`src/rtl/fpu_op_sequencer_if.sv`:
```
// rtl/fpu_op_sequencer_if.sv - request, FPU and response signal bundle for fpu_op_sequencer
interface fpu_op_sequencer_if;
    logic        req_valid;
    logic        req_ready;
    logic [1:0]  req_funct;
    logic [31:0] req_a;
    logic [31:0] req_b;

    logic [1:0]  fu_funct;
    logic [31:0] fu_a;
    logic [31:0] fu_b;
    logic        fu_start;
    logic [31:0] fu_result;
    logic        fu_div_fin;

    logic        rsp_valid;
    logic        rsp_ready;
    logic [31:0] rsp_result;
    logic [1:0]  rsp_funct;
    logic        rsp_timeout;
    logic        busy;

    // slave: the sequencer; master: the requester, FPU and response consumer around it
    modport slave (
        input  req_valid, req_funct, req_a, req_b, fu_result, fu_div_fin, rsp_ready,
        output req_ready, fu_funct, fu_a, fu_b, fu_start,
               rsp_valid, rsp_result, rsp_funct, rsp_timeout, busy
    );

    modport master (
        output req_valid, req_funct, req_a, req_b, fu_result, fu_div_fin, rsp_ready,
        input  req_ready, fu_funct, fu_a, fu_b, fu_start,
               rsp_valid, rsp_result, rsp_funct, rsp_timeout, busy
    );
endinterface

```
`src/rtl/fpu_op_sequencer.sv`:
```
// rtl/fpu_op_sequencer.sv - one-at-a-time FPU operation sequencer with divide timeout
module fpu_op_sequencer #(
    parameter int ADD_LAT     = 2,
    parameter int MUL_LAT     = 1,
    parameter int DIV_TIMEOUT = 64
) (
    input logic               clk,
    input logic               rst,
    fpu_op_sequencer_if.slave bus
);
    typedef enum logic [1:0] {IDLE, ISSUE, WAIT, DONE} state_t;

    localparam logic [7:0]  ADD_LOAD = 8'(ADD_LAT - 1);
    localparam logic [7:0]  MUL_LOAD = 8'(MUL_LAT - 1);
    localparam logic [7:0]  DIV_LAST = 8'(DIV_TIMEOUT - 1);
    localparam logic [31:0] QNAN     = 32'h7FC0_0000;

    state_t      state;
    logic [7:0]  cnt;
    logic        req_ready;
    logic        busy;
    logic        fu_start;
    logic [1:0]  fu_funct;
    logic [31:0] fu_a;
    logic [31:0] fu_b;
    logic        rsp_valid;
    logic [31:0] rsp_result;
    logic [1:0]  rsp_funct;
    logic        rsp_timeout;

    always_ff @(posedge clk) begin
        if (rst) begin
            state       <= IDLE;
            cnt         <= '0;
            req_ready   <= 1'b1;
            busy        <= 1'b0;
            fu_start    <= 1'b0;
            fu_funct    <= '0;
            fu_a        <= '0;
            fu_b        <= '0;
            rsp_valid   <= 1'b0;
            rsp_result  <= '0;
            rsp_funct   <= '0;
            rsp_timeout <= 1'b0;
        end else begin
            case (state)
                IDLE: begin
                    if (bus.req_valid) begin
                        fu_funct  <= bus.req_funct;
                        fu_a      <= bus.req_a;
                        fu_b      <= bus.req_b;
                        fu_start  <= 1'b1;
                        req_ready <= 1'b0;
                        busy      <= 1'b1;
                        state     <= ISSUE;
                    end
                end
                ISSUE: begin
                    fu_start <= 1'b0;
                    case (fu_funct)
                        2'd2:    cnt <= '0;
                        2'd3:    cnt <= MUL_LOAD;
                        default: cnt <= ADD_LOAD;
                    endcase
                    state <= WAIT;
                end
                WAIT: begin
                    if (fu_funct == 2'd2) begin
                        // cnt==0 masks a finish flag left over from the previous divide
                        if (cnt != 8'd0 && bus.fu_div_fin) begin
                            rsp_result  <= bus.fu_result;
                            rsp_timeout <= 1'b0;
                            rsp_funct   <= fu_funct;
                            rsp_valid   <= 1'b1;
                            state       <= DONE;
                        end else if (cnt == DIV_LAST) begin
                            rsp_result  <= QNAN;
                            rsp_timeout <= 1'b1;
                            rsp_funct   <= fu_funct;
                            rsp_valid   <= 1'b1;
                            state       <= DONE;
                        end else begin
                            cnt <= cnt + 8'd1;
                        end
                    end else if (cnt == 8'd0) begin
                        rsp_result <= bus.fu_result;
                        rsp_funct  <= fu_funct;
                        rsp_valid  <= 1'b1;
                        state      <= DONE;
                    end else begin
                        cnt <= cnt - 8'd1;
                    end
                end
                DONE: begin
                    if (bus.rsp_ready) begin
                        rsp_valid   <= 1'b0;
                        rsp_timeout <= 1'b0;
                        req_ready   <= 1'b1;
                        busy        <= 1'b0;
                        state       <= IDLE;
                    end
                end
                default: state <= IDLE;
            endcase
        end
    end

    assign bus.req_ready   = req_ready;
    assign bus.busy        = busy;
    assign bus.fu_start    = fu_start;
    assign bus.fu_funct    = fu_funct;
    assign bus.fu_a        = fu_a;
    assign bus.fu_b        = fu_b;
    assign bus.rsp_valid   = rsp_valid;
    assign bus.rsp_result  = rsp_result;
    assign bus.rsp_funct   = rsp_funct;
    assign bus.rsp_timeout = rsp_timeout;
endmodule

```
`src/flat_wrapper.sv`:
```
// flat-port wrapper written by rule: the top's interface ports become plain ports
module fpu_op_sequencer_flat 
#(
    parameter int ADD_LAT     = 2,
    parameter int MUL_LAT     = 1,
    parameter int DIV_TIMEOUT = 64
)
  (clk, rst, bus_req_valid, bus_req_funct, bus_req_a, bus_req_b, bus_fu_result, bus_fu_div_fin, bus_rsp_ready, bus_req_ready, bus_fu_funct, bus_fu_a, bus_fu_b, bus_fu_start, bus_rsp_valid, bus_rsp_result, bus_rsp_funct, bus_rsp_timeout, bus_busy);
  fpu_op_sequencer_if bus_i ();
  input logic clk;
  input logic rst;
  input wire logic [$bits(bus_i.req_valid)-1:0] bus_req_valid;
  input wire logic [$bits(bus_i.req_funct)-1:0] bus_req_funct;
  input wire logic [$bits(bus_i.req_a)-1:0] bus_req_a;
  input wire logic [$bits(bus_i.req_b)-1:0] bus_req_b;
  input wire logic [$bits(bus_i.fu_result)-1:0] bus_fu_result;
  input wire logic [$bits(bus_i.fu_div_fin)-1:0] bus_fu_div_fin;
  input wire logic [$bits(bus_i.rsp_ready)-1:0] bus_rsp_ready;
  output wire logic [$bits(bus_i.req_ready)-1:0] bus_req_ready;
  output wire logic [$bits(bus_i.fu_funct)-1:0] bus_fu_funct;
  output wire logic [$bits(bus_i.fu_a)-1:0] bus_fu_a;
  output wire logic [$bits(bus_i.fu_b)-1:0] bus_fu_b;
  output wire logic [$bits(bus_i.fu_start)-1:0] bus_fu_start;
  output wire logic [$bits(bus_i.rsp_valid)-1:0] bus_rsp_valid;
  output wire logic [$bits(bus_i.rsp_result)-1:0] bus_rsp_result;
  output wire logic [$bits(bus_i.rsp_funct)-1:0] bus_rsp_funct;
  output wire logic [$bits(bus_i.rsp_timeout)-1:0] bus_rsp_timeout;
  output wire logic [$bits(bus_i.busy)-1:0] bus_busy;
  assign bus_i.req_valid = bus_req_valid;
  assign bus_i.req_funct = bus_req_funct;
  assign bus_i.req_a = bus_req_a;
  assign bus_i.req_b = bus_req_b;
  assign bus_i.fu_result = bus_fu_result;
  assign bus_i.fu_div_fin = bus_fu_div_fin;
  assign bus_i.rsp_ready = bus_rsp_ready;
  assign bus_req_ready = bus_i.req_ready;
  assign bus_fu_funct = bus_i.fu_funct;
  assign bus_fu_a = bus_i.fu_a;
  assign bus_fu_b = bus_i.fu_b;
  assign bus_fu_start = bus_i.fu_start;
  assign bus_rsp_valid = bus_i.rsp_valid;
  assign bus_rsp_result = bus_i.rsp_result;
  assign bus_rsp_funct = bus_i.rsp_funct;
  assign bus_rsp_timeout = bus_i.rsp_timeout;
  assign bus_busy = bus_i.busy;
  fpu_op_sequencer #(.ADD_LAT(ADD_LAT), .MUL_LAT(MUL_LAT), .DIV_TIMEOUT(DIV_TIMEOUT)) u_core (.clk(clk), .rst(rst), .bus(bus_i));
endmodule
```
`config.mk`:
```
export PLATFORM = sky130hd
export DESIGN_NAME = fpu_op_sequencer_flat
export DESIGN_NICKNAME = d
export VERILOG_FILES = /design/src/rtl/fpu_op_sequencer_if.sv /design/src/rtl/fpu_op_sequencer.sv /design/src/flat_wrapper.sv
export SDC_FILE = /design/constraint.sdc
export NUM_CORES = 1
export LEC_CHECK = 0
export CAP_MARGIN = 20
export CORE_ASPECT_RATIO = 1.2
export CORE_MARGIN = 3
export CORE_UTILIZATION = 41
export CTS_CLUSTER_DIAMETER = 80
export DETAILED_ROUTE_END_ITERATION = 6
export MAX_ROUTING_LAYER = met4
export PLACE_DENSITY_LB_ADDON = 0.05
export SYNTH_ARGS = -nofsm -noshare
export SYNTH_HDL_FRONTEND = slang
export SYNTH_SLANG_ARGS = --single-unit
```
`constraint.sdc`:
```
create_clock -name clk -period 2.7 [get_ports clk]
set_clock_uncertainty 0.05 [all_clocks]
set_input_delay 0.54 -clock clk [delete_from_list [all_inputs] [get_ports clk]]
set_output_delay 0.54 -clock clk [all_outputs]
set_load 0.03 [all_outputs]
```
==> flow_summary.ini <==
[cells_and_area]
area_growth_pct = 65.8
finalNonFillerCells = 867
num_antenna_cells = 0
post-route-util_pct = 71.1
nFillCells = 798
nNetsFinal = 841
final_layout_size_suffix_gt1_share_pct = 6.75
seqCellArea_sq_mm = 0.00230
multi_input_area_sq_mm = 0.00194

[logic_synthesis]
synth_area_sq_mm = 0.00440
yosysWarnings = 0
syn_avg_cell_area_sq_um = 8.41
synth_seq_cells = 115
yosysSeqAreaShare_pct = 52.3
syn-num-nets = 636
syn_inst = 523
async_flop_share_pct = 0
ys_types = 46
synth_edf_count = 0
yosys_most_used_dff = dfxtp_1

[critical_path]
reg2reg_slack_ps = 160
max_stage_delay_ps = 410
ff2ff_path_depth = 8
reg2reg_from = u_core.bus.fu_funct[0]$_SDFFE_PP0P_
path_cells = and2b_1, inv_2, ha_1, and3_1, a2111oi_4, o21ai_1, a2111o_1, a31oi_1
start_kind = flip-flop
crit_arrival_ps = 2820
rr_endpoint = u_core.cnt[7]$_SDFFE_PP0P_
path_buf_inv = 1
critPathMaxFanout = 10
critPathTopFamily = compound AO/OA/AOI/OAI gates
worstSetupPathType = reg -> reg
endpoint_kind = flip-flop
cpMaxStageDelayCell = a2111o_1
crit_required_ps = 2980

[route]
routed-wl-met3_um = 1200
drc_errors = 0
dr_wl_met2_um = 6620
finalWirelength_um = 13200
final_antenna_net_count = 0
wl_per_cell_um = 15.3
drt-pass1-iter-count = 4
drt_iter0_markers = 166
num_vias = 4395
m1WireLength_um = 5160
routed.top_layer = met4
viasPerCell = 5.07

[timing]
fin_setup_tns_ps = 0
slew_headroom_pct = 68.5
setup_slack_ps = 161
fmax_mhz = 394
final-hold-violation-count = 0
rsz0062_at_grt = false
period_share_pct = 94.0
setup_viol = 0
worstMarginPinSlew_ps = 473
fin_crit_ps = 2540
maxSlewViolCount = 0

[placed_design]
place_inst = 835
dp_hpwl_um = 9530
dp_slack_ps = 215
gp_congestion = 0.857
portBuffers = 207

[grt]
grt_pass1_wl_um = 21400
grt_pass1_vias = 4405
grt_max_degree = 50
gr-total-overflow = 0
grt_usage_pct = 22.9
antenna_found_initial = 0

[floorplanning]
start_util_pct = 42.9
die_w_um = 101
die_area_sq_mm = 0.0120
coreArea_sq_mm = 0.0103
fp.dieH_um = 119
row_count = 40
ios = 208

[clocking]
clk_pin_slew_ps = 50
cts_sinks = 115
clkLatencyLatePin_ps = 400
post_cts_buffers = 0
htree_num_levels = 4
tritoncts = built
postCtsHoldBufs = 0
cts_buffer_depth = 2
numCtsBuffers = 17
cts_root_buf = clkbuf_16
cts_resized = 0

[worst_hold_path]
min_from = u_core.bus.fu_a[14]$_SDFFE_PP0P_
hold_path.class = reg -> reg
hold-path-endpoint = u_core.bus.fu_a[14]$_SDFFE_PP0P_
hold_depth = 2

[power_and_ir_drop]
total_power_mw = 7.99
leakagePower_nw = 2.78
power_density_mw_per_mm2 = 1100
peakVddDrop_mv = 0.512

[status]
run_status = complete, no violations

[job]
maxCapViolCount = 0
## through the flow
stage / hold slack (ps) / cell area (sq um)
2_1_floorplan: 407 / 4400
3_3_place_gp: 391 / 6610
3_5_place_dp: 396 / 6610
4_1_cts: 402 / 7290
5_1_grt: 414 / 7290
6_report: 400 / 7290
## final cells by class
type                    count  share of cell area (%)
flip-flops and latches    115                    31.6
repair buffers            219                    29.9
multi-input cells         369                    26.6
clock buffers              23                    6.69
clock inverters             9                    2.71
well taps                 126                    2.16
inverters                   6                   0.309
## per-layer routing
layer | vias up | GRT usage [%]
li1 | 2186 | -
met2 | 177 | 36.5
met5 | - | -
met3 | 21 | 9.72
met4 | 0 | 8.00
met1 | 2011 | 25.8
## where the power goes
group	total (mW)	internal, mW	leakage (nW)	switching, mW
Clock	2.58	1.83	0.333	0.751
Combinational	3.12	1.28	1.50	1.83
Sequential	2.29	2.07	0.939	0.218
Total	7.99	5.19	2.78	2.80
## synthesized netlist by cell type (2+ instances only)
master | count | area [sq um]
nand2_1 | 149 | 559
buf_2 | 6 | 30.0
nand3b_1 | 2 | 15.0
or3_1 | 5 | 31.3
nor2_1 | 37 | 139
o21ai_0 | 4 | 20.0
inv_1 | 5 | 18.8
a211oi_1 | 2 | 15.0
a31oi_1 | 3 | 18.8
a21oi_1 | 84 | 420
xor2_1 | 3 | 26.3
nand4b_1 | 2 | 17.5
ha_1 | 10 | 125
clkbuf_1 | 25 | 93.8
mux2i_1 | 6 | 60.1
nand3_1 | 2 | 10.0
a22o_1 | 23 | 201
dfxtp_1 | 115 | 2300
nor3_1 | 10 | 50.1
nand2b_1 | 3 | 18.8
and3_1 | 2 | 12.5
## worst min-delay path, cell delays in order, from the launching register on
cell	delay [ps]
dfxtp_1	300
nand2_1	50
a21oi_1	50
## worst max-delay path by stage
stage	from	end	slack [ps]	depth (start not counted)
3_5_place_dp	bus_fu_div_fin	u_core.bus.rsp_result[6]$_SDFFE_PP0P_	220	7
2_1_floorplan	u_core.bus.fu_funct[0]$_SDFFE_PP0P_	u_core.cnt[7]$_SDFFE_PP0P_	50	9
6_report	u_core.bus.fu_funct[0]$_SDFFE_PP0P_	u_core.cnt[7]$_SDFFE_PP0P_	160	8
5_1_grt	u_core.bus.fu_funct[0]$_SDFFE_PP0P_	u_core.cnt[7]$_SDFFE_PP0P_	80	8
4_1_cts	u_core.bus.fu_funct[0]$_SDFFE_PP0P_	u_core.cnt[7]$_SDFFE_PP0P_	210	8
3_3_place_gp	bus_fu_div_fin	u_core.bus.rsp_result[15]$_SDFFE_PP0P_	290	7
## placed cells by master, fill, tap and decap left out, types with 2 or more instances in the layout
cell             instances
a22o_1                  23
nor2_1                  37
clkbuf_1                 2
a31oi_1                  3
dfxtp_1                115
nor3_1                  10
ha_1                    10
buf_12                   2
nand2b_1                 3
clkbuf_16               17
xor2_1                   3
nand2_1                148
clkinv_2                 2
nand4b_1                 2
nand3_1                  2
nand3b_1                 2
mux2i_1                  6
inv_1                    5
o21ai_0                  4
or3_1                    5
clkbuf_8                 4
bufinv_16                6
and3_1                   2
buf_4                   10
a21oi_1                 84
clkdlybuf4s50_1        206
a211oi_1                 2
## logic make-up after synthesis
group           synth area share (%)
mux                             1.37
buf+inv                         3.58
fa+ha+maj                       3.10
xor+xnor                       0.797
simple gates                    20.6
flops                           52.3
compound gates                  18.2
## state kept, by name, indices dropped and copies added, names as in the netlist
signal	flops
u_core.bus.fu_b	32
u_core.cnt	8
u_core.bus.req_ready	1
u_core.bus.rsp_valid	1
u_core.bus.rsp_timeout	1
u_core.bus.rsp_funct	2
u_core.bus.fu_funct	2
u_core.bus.fu_start	1
u_core.bus.busy	1
u_core.bus.rsp_result	32
u_core.bus.fu_a	32
u_core.state	2
(Power assumes the default switching activity.)
